===== src/rtl/qspi_flash_arbiter_if.sv =====
// Requester and reader signal bundle for qspi_flash_arbiter.
// The slave modport is the arbiter; the master modport is the requesters plus the flash reader.
interface qspi_flash_arbiter_if #(
    parameter int LEN_W = 8
);
    logic             req0;
    logic [23:0]      addr0;
    logic [LEN_W-1:0] len0;
    logic             gnt0;
    logic             rvalid0;
    logic             rready0;
    logic             done0;

    logic             req1;
    logic [23:0]      addr1;
    logic [LEN_W-1:0] len1;
    logic             gnt1;
    logic             rvalid1;
    logic             rready1;
    logic             done1;

    logic [7:0]       rdata;

    logic             rd_read;
    logic [23:0]      rd_addr;
    logic             rd_ready;
    logic [7:0]       rd_data;

    modport slave (
        input  req0, addr0, len0, rready0,
        input  req1, addr1, len1, rready1,
        input  rd_ready, rd_data,
        output gnt0, rvalid0, done0,
        output gnt1, rvalid1, done1,
        output rdata, rd_read, rd_addr
    );

    modport master (
        output req0, addr0, len0, rready0,
        output req1, addr1, len1, rready1,
        output rd_ready, rd_data,
        input  gnt0, rvalid0, done0,
        input  gnt1, rvalid1, done1,
        input  rdata, rd_read, rd_addr
    );
endinterface


===== src/rtl/qspi_flash_arbiter.sv =====
// Round-robin burst arbiter sharing one qspi_flash_reader between two requesters.
// Define QSPI_ARB_TIMEOUT_EN to reissue a read when the reader stays silent for TIMEOUT WAIT cycles.
module qspi_flash_arbiter #(
    parameter int LEN_W        = 8,
    parameter int FLUSH_CYCLES = 32,
    parameter int TIMEOUT      = 63
) (
    input  logic                  clk,
    input  logic                  rst,
    qspi_flash_arbiter_if.slave   bus
);
    typedef enum logic [2:0] {S_FLUSH, S_IDLE, S_ISSUE, S_WAIT, S_HOLD} state_t;

    localparam int             FL_W       = $clog2(FLUSH_CYCLES + 1);
    localparam logic [FL_W-1:0] FLUSH_LAST = FL_W'(FLUSH_CYCLES - 1);

    state_t           state, state_d;
    logic [FL_W-1:0]  flush_cnt, flush_cnt_d;
    logic             last_owner, last_owner_d;
    logic             owner, owner_d;
    logic [23:0]      cur_addr, cur_addr_d;
    logic [LEN_W-1:0] remain, remain_d;
    logic [1:0]       gnt_q, gnt_d;
    logic [1:0]       rvalid_q, rvalid_d;
    logic [1:0]       done_q, done_d;
    logic             rd_read_q, rd_read_d;
    logic [23:0]      rd_addr_q, rd_addr_d;
    logic [7:0]       rdata_q, rdata_d;
    logic             pick;
    logic             own_rready;

`ifdef QSPI_ARB_TIMEOUT_EN
    localparam int              TMO_W    = $clog2(TIMEOUT + 1);
    localparam logic [TMO_W-1:0] TMO_LAST = TMO_W'(TIMEOUT - 1);
    logic [TMO_W-1:0] tmo_cnt, tmo_cnt_d;
`endif

    // On a tie the requester that did not own the previous burst wins.
    assign pick       = (bus.req0 && bus.req1) ? ~last_owner : bus.req1;
    assign own_rready = owner ? bus.rready1 : bus.rready0;

    always_comb begin
        // NOTE: every signal driven here gets a default first, so no path can infer a latch.
        state_d      = state;
        flush_cnt_d  = flush_cnt;
        last_owner_d = last_owner;
        owner_d      = owner;
        cur_addr_d   = cur_addr;
        remain_d     = remain;
        gnt_d        = 2'b00;
        done_d       = 2'b00;
        rd_read_d    = 1'b0;
        rvalid_d     = rvalid_q;
        rd_addr_d    = rd_addr_q;
        rdata_d      = rdata_q;
`ifdef QSPI_ARB_TIMEOUT_EN
        tmo_cnt_d    = tmo_cnt;
`endif
        unique case (state)
            S_FLUSH: begin
                if (flush_cnt == FLUSH_LAST) state_d = S_IDLE;
                else                         flush_cnt_d = flush_cnt + 1'b1;
            end
            S_IDLE: begin
                if (bus.req0 || bus.req1) begin
                    gnt_d        = pick ? 2'b10 : 2'b01;
                    owner_d      = pick;
                    last_owner_d = pick;
                    cur_addr_d   = pick ? bus.addr1 : bus.addr0;
                    remain_d     = pick ? bus.len1  : bus.len0;
                    state_d      = S_ISSUE;
                end
            end
            S_ISSUE: begin
                rd_read_d = 1'b1;
                rd_addr_d = cur_addr;
                state_d   = S_WAIT;
`ifdef QSPI_ARB_TIMEOUT_EN
                tmo_cnt_d = '0;
`endif
            end
            S_WAIT: begin
                if (bus.rd_ready) begin
                    rdata_d  = bus.rd_data;
                    rvalid_d = owner ? 2'b10 : 2'b01;
                    state_d  = S_HOLD;
                end
`ifdef QSPI_ARB_TIMEOUT_EN
                else if (tmo_cnt == TMO_LAST) state_d = S_ISSUE;
                else                          tmo_cnt_d = tmo_cnt + 1'b1;
`endif
            end
            S_HOLD: begin
                if (own_rready) begin
                    rvalid_d = 2'b00;
                    if (remain == '0) begin
                        done_d  = owner ? 2'b10 : 2'b01;
                        state_d = S_IDLE;
                    end else begin
                        remain_d   = remain - 1'b1;
                        cur_addr_d = cur_addr + 24'd1;
                        state_d    = S_ISSUE;
                    end
                end
            end
            default: state_d = S_FLUSH;
        endcase
    end

    // NOTE: sequential state uses non-blocking assignments so every register samples pre-edge values.
    always_ff @(posedge clk or posedge rst) begin
        if (rst) begin
            state      <= S_FLUSH;
            flush_cnt  <= '0;
            last_owner <= 1'b1;
            owner      <= 1'b0;
            cur_addr   <= '0;
            remain     <= '0;
            gnt_q      <= 2'b00;
            rvalid_q   <= 2'b00;
            done_q     <= 2'b00;
            rd_read_q  <= 1'b0;
            rd_addr_q  <= '0;
            rdata_q    <= '0;
`ifdef QSPI_ARB_TIMEOUT_EN
            tmo_cnt    <= '0;
`endif
        end else begin
            state      <= state_d;
            flush_cnt  <= flush_cnt_d;
            last_owner <= last_owner_d;
            owner      <= owner_d;
            cur_addr   <= cur_addr_d;
            remain     <= remain_d;
            gnt_q      <= gnt_d;
            rvalid_q   <= rvalid_d;
            done_q     <= done_d;
            rd_read_q  <= rd_read_d;
            rd_addr_q  <= rd_addr_d;
            rdata_q    <= rdata_d;
`ifdef QSPI_ARB_TIMEOUT_EN
            tmo_cnt    <= tmo_cnt_d;
`endif
        end
    end

    assign bus.gnt0    = gnt_q[0];
    assign bus.gnt1    = gnt_q[1];
    assign bus.rvalid0 = rvalid_q[0];
    assign bus.rvalid1 = rvalid_q[1];
    assign bus.done0   = done_q[0];
    assign bus.done1   = done_q[1];
    assign bus.rd_read = rd_read_q;
    assign bus.rd_addr = rd_addr_q;
    assign bus.rdata   = rdata_q;
endmodule


===== src/flat_wrapper.sv =====
// flat-port wrapper written by rule: the top's interface ports become plain ports
module qspi_flash_arbiter_flat 
#(
    parameter int LEN_W        = 8,
    parameter int FLUSH_CYCLES = 32,
    parameter int TIMEOUT      = 63
)
  (clk, rst, bus_req0, bus_addr0, bus_len0, bus_rready0, bus_req1, bus_addr1, bus_len1, bus_rready1, bus_rd_ready, bus_rd_data, bus_gnt0, bus_rvalid0, bus_done0, bus_gnt1, bus_rvalid1, bus_done1, bus_rdata, bus_rd_read, bus_rd_addr);
  qspi_flash_arbiter_if #(.LEN_W(LEN_W)) bus_i ();
  input  logic clk;
  input  logic rst;
  input wire logic [$bits(bus_i.req0)-1:0] bus_req0;
  input wire logic [$bits(bus_i.addr0)-1:0] bus_addr0;
  input wire logic [$bits(bus_i.len0)-1:0] bus_len0;
  input wire logic [$bits(bus_i.rready0)-1:0] bus_rready0;
  input wire logic [$bits(bus_i.req1)-1:0] bus_req1;
  input wire logic [$bits(bus_i.addr1)-1:0] bus_addr1;
  input wire logic [$bits(bus_i.len1)-1:0] bus_len1;
  input wire logic [$bits(bus_i.rready1)-1:0] bus_rready1;
  input wire logic [$bits(bus_i.rd_ready)-1:0] bus_rd_ready;
  input wire logic [$bits(bus_i.rd_data)-1:0] bus_rd_data;
  output wire logic [$bits(bus_i.gnt0)-1:0] bus_gnt0;
  output wire logic [$bits(bus_i.rvalid0)-1:0] bus_rvalid0;
  output wire logic [$bits(bus_i.done0)-1:0] bus_done0;
  output wire logic [$bits(bus_i.gnt1)-1:0] bus_gnt1;
  output wire logic [$bits(bus_i.rvalid1)-1:0] bus_rvalid1;
  output wire logic [$bits(bus_i.done1)-1:0] bus_done1;
  output wire logic [$bits(bus_i.rdata)-1:0] bus_rdata;
  output wire logic [$bits(bus_i.rd_read)-1:0] bus_rd_read;
  output wire logic [$bits(bus_i.rd_addr)-1:0] bus_rd_addr;
  assign bus_i.req0 = bus_req0;
  assign bus_i.addr0 = bus_addr0;
  assign bus_i.len0 = bus_len0;
  assign bus_i.rready0 = bus_rready0;
  assign bus_i.req1 = bus_req1;
  assign bus_i.addr1 = bus_addr1;
  assign bus_i.len1 = bus_len1;
  assign bus_i.rready1 = bus_rready1;
  assign bus_i.rd_ready = bus_rd_ready;
  assign bus_i.rd_data = bus_rd_data;
  assign bus_gnt0 = bus_i.gnt0;
  assign bus_rvalid0 = bus_i.rvalid0;
  assign bus_done0 = bus_i.done0;
  assign bus_gnt1 = bus_i.gnt1;
  assign bus_rvalid1 = bus_i.rvalid1;
  assign bus_done1 = bus_i.done1;
  assign bus_rdata = bus_i.rdata;
  assign bus_rd_read = bus_i.rd_read;
  assign bus_rd_addr = bus_i.rd_addr;
  qspi_flash_arbiter #(.LEN_W(LEN_W), .FLUSH_CYCLES(FLUSH_CYCLES), .TIMEOUT(TIMEOUT)) u_core (.clk(clk), .rst(rst), .bus(bus_i));
endmodule

===== config.mk =====
export PLATFORM = sky130hd
export DESIGN_NAME = qspi_flash_arbiter_flat
export DESIGN_NICKNAME = d
export VERILOG_FILES = /design/src/rtl/qspi_flash_arbiter_if.sv /design/src/rtl/qspi_flash_arbiter.sv /design/src/flat_wrapper.sv
export SDC_FILE = /design/constraint.sdc
export NUM_CORES = 1
export LEC_CHECK = 0
export ABC_AREA = 1
export BUFFER_PORTS_ARGS = -buffer_cell sky130_fd_sc_hd__buf_2
export CAP_MARGIN = 30
export CORE_MARGIN = 2
export CORE_UTILIZATION = 58
export DETAILED_ROUTE_END_ITERATION = 8
export PLACE_DENSITY = 0.92
export SETUP_SLACK_MARGIN = 0.15
export SLEW_MARGIN = 0
export SYNTH_ARGS = -nofsm -noshare
export SYNTH_HDL_FRONTEND = slang
export SYNTH_SLANG_ARGS = --single-unit

===== constraint.sdc =====
create_clock -name clk -period 7.75 [get_ports clk]
set_clock_uncertainty 0.15 [all_clocks]
set_input_delay 1.55 -clock clk [delete_from_list [all_inputs] [get_ports clk]]
set_output_delay 1.55 -clock clk [all_outputs]
set_load 0.02 [all_outputs]

==> reports/summary.txt <==
CTS Hold Bufs -> 0
Initial antenna violation count -> 0
Fmax -> 309 MHz
GRT Total Usage -> 29.2%
Cells along the critical path -> buf_2 > nand2_1 > nand2_1 > buf_4 > inv_1 > o21ai_0 > o22ai_1 > nand2_1 > o21ai_1
Clock Tree Buf Depth -> 2
Crit-path max FO -> 34
Internal Pwr Total -> 1.06 mW
Pwr Density -> 369 mW/mm^2
Final hold vios -> 0
Cells after Synth -> 639
Setup crit start kind -> input port
Via count of the first global-routing pass -> 4,485
Setup crit end kind -> flop
CP Depth -> 9
Max-slew headroom -> 32.4%
Kind of critical path -> in -> reg
Remaining DRCs -> 0
Crit share post-route -> 41.7%
Syn nets -> 721
Adder-cell area share of the yosys netlist -> 0.809%
Crit path top cell by count -> nand2_1
Clk slew on worst S/H paths -> 0.09 ns
Xor-xnor portion of the synthesized cell area -> 0.755%
Final RePlAce weighted congestion -> 0.942
Crit path required time -> 7.89 ns
Post-CTS setup buffers -> 0
Async S/R FF share, synth -> 100%
GRT Residual Overflow -> 0
Synth Area in Simple Gates -> 29.4%
Syn Area/Cell -> 7.26 um^2
Initial Utilization -> 60.1%
Setup TNS -> 0 ns
Synth top area cells -> dfrtp_1, nand2_1, nor2_1, o21ai_0, inv_1
Post-CTS sizing -> 0
Combinational share of power -> 46.7%
Final Util -> 70.6%
RSZ-0062 raised after global routing -> false
Synth cell types -> 38
Synth top cells by count -> nand2_1, nor2_1, dfrtp_1, o21ai_0, inv_1
Max_cap viols -> 0
Commonest register cell after synthesis -> dfrtp_1
CTS tree -> built
Share of the synthesized area in the top cell type -> 43.7%
Antenna diodes -> 0
Row count -> 32
CORE AREA -> 0.00773 mm^2
Clock power frac -> 15.3%
Die Ht -> 93.5 um
CTS Buf Count -> 9
Antenna Nets Post-Route -> 0
Largest family of logic cells by synthesized area -> simple AND/OR/NAND/NOR gates
CP max stage delay -> 0.78 ns
Min-delay worst type -> reg -> reg
Post-synthesis register bit count -> 82
Post-layout net count -> 828
Sw frac -> 47.5%
EDFF count, synth -> 0
Worst skew pair latency -> 0.37 ns
Reg2Reg Depth -> 10
Layout cells sized above 1 -> 23.4%
Total number of vias -> 4,746
IO Port Bufs -> 117
CP bufs+invs -> 3
Status -> finished clean
Final wirelength -> 12,400 um
Post-Syn Area -> 0.00464 mm^2
Slew Viols, Final -> 0
Die area -> 0.00873 mm^2
Compound-gate portion of the synthesized area -> 14.5%
WHS Path Cells -> 2
Crit path DAT -> 3.38 ns
I/O pin count -> 118
First-pass GRT wire length -> 20,300 um
Sequential area share after synthesis -> 44.2%
R2R setup slack -> 4.90 ns
Worst VDD drop -> 282 uV
DP Wirelength -> 8750 um
Via/cell ratio -> 5.56
Psw -> 958 uW
Synth area leader -> dfrtp_1
Min cycle time layout -> 3.23 ns
Initial DRC count -> 380
Slowest CP cell -> inv_1
P_leak -> 2.80 nW
Root Driver -> clkbuf_8
Final setup viols -> 0
Synth warn -> 0
Mux contribution to synthesized area -> 1.94%
Flop pwr share -> 37.9%
Largest delay share family, worst path -> buffers and inverters
Largest net degree at the start of global routing -> 53
H-tree levels -> 3
Area growth syn-to-layout -> 17.5%
DR pass1 iterations -> 5
Slew @ Worst Pin -> 1.01 ns
Die Wd -> 93.5 um
Count leader, synth -> nand2_1
Clk sinks -> 82
DR WL/cell -> 14.6 um
## layout by cell type (no fill, tap or decap), types with 2 or more instances in the layout
cell / n
inv_8: 2
nand4_1: 4
clkbuf_8: 9
nor3_1: 3
xnor2_1: 3
or2_2: 2
o22ai_1: 6
nor2_2: 4
inv_6: 4
inv_4: 2
a21oi_1: 9
nand3_1: 37
nand2_2: 4
buf_4: 3
a21oi_2: 9
a31oi_1: 2
dfrtp_1: 81
ha_1: 3
mux2_2: 8
buf_2: 117
nand2_1: 178
o21ai_0: 66
o21ai_1: 21
nor3_2: 2
o21ai_2: 2
nor2_1: 93
inv_1: 63
## flip-flops by register name (all words and copies together), names as in the netlist
name / flops
u_core.rvalid_q: 2
u_core.bus.rdata: 8
u_core.owner: 1
u_core.remain: 8
u_core.bus.rd_read: 1
u_core.gnt_q: 2
u_core.last_owner: 1
u_core.flush_cnt: 6
u_core.cur_addr: 24
u_core.state: 3
u_core.bus.rd_addr: 24
u_core.done_q: 2
## metrics by stage
step                      total power, mW  cell area (um^2)  instances  hold slack [ns]  setup WS (ns)
after CTS                            2.00              5460        853            0.326           4.57
final                                2.02              5460        853            0.324           4.52
after detailed placement             1.69              5270        837            0.312           4.19
after global routing                 2.16              5460        853            0.345           4.33
after global placement               1.64              5240        836            0.310           4.24
after floorplan                      1.45              4640        639            0.298           3.94
## tightest hold or removal path, cell delays in order (launching register included)
cell and delay (ns):
dfstp_2 0.38, nand2_1 0.05, nand2_1 0.05
## final cells by class
| type | count | area [um^2] |
|---|---|---|
| fillers | 599 | 2270 |
| inverters | 66 | 254 |
| repair buffers | 121 | 636 |
| clock inverters | 7 | 65.1 |
| well taps | 102 | 128 |
| flip-flops and latches | 82 | 2050 |
| clock buffers | 9 | 124 |
| multi-input cells | 466 | 2200 |
## per-layer routing
layer / vias up / wire length (um) / share of wire, % / GRT usage [%]
met3: 44 / 966 / 7.8 / 5.88
met4: 0 / 371 / 3.0 / 11.6
met1: 2218 / 5060 / 41 / 37.4
met2: 231 / 6020 / 48 / 48.5
li1: 2253 / - / - / -
met5: - / 0 / 0 / 0
## path summary, 6_finish.rpt
check,from,endpoint
setup / recovery,bus_req0,u_core.cur_addr[0]
hold / removal,u_core.last_owner,u_core.last_owner
setup reg to reg,u_core.state[0],u_core.cur_addr[14]
hold reg to reg,u_core.last_owner,u_core.last_owner
max in group asynchronous,rst,u_core.bus.rd_addr[18]
min in group asynchronous,rst,u_core.bus.rdata[3]
## power groups by stage
stage | combinational (mW) | sequential, mW | clock (mW)
after global routing | 1.05 | 0.784 | 0.328
after detailed placement | 0.931 | 0.764 | 0
after CTS | 0.938 | 0.759 | 0.307
final | 0.942 | 0.764 | 0.309
after global placement | 0.892 | 0.753 | 0
after floorplan | 0.595 | 0.852 | 0
## cell families (layout without fill, tap and decap cells)
kind of cell	after synthesis	after routing
adders and majority gates	3	3
DFF	82	82
muxes	8	8
AOI/OAI and AO/OA	120	120
xor gates and xnor gates	4	4
and+or+nand+nor	331	331
buffers and inverters	91	203
(Power assumes the default switching activity.)
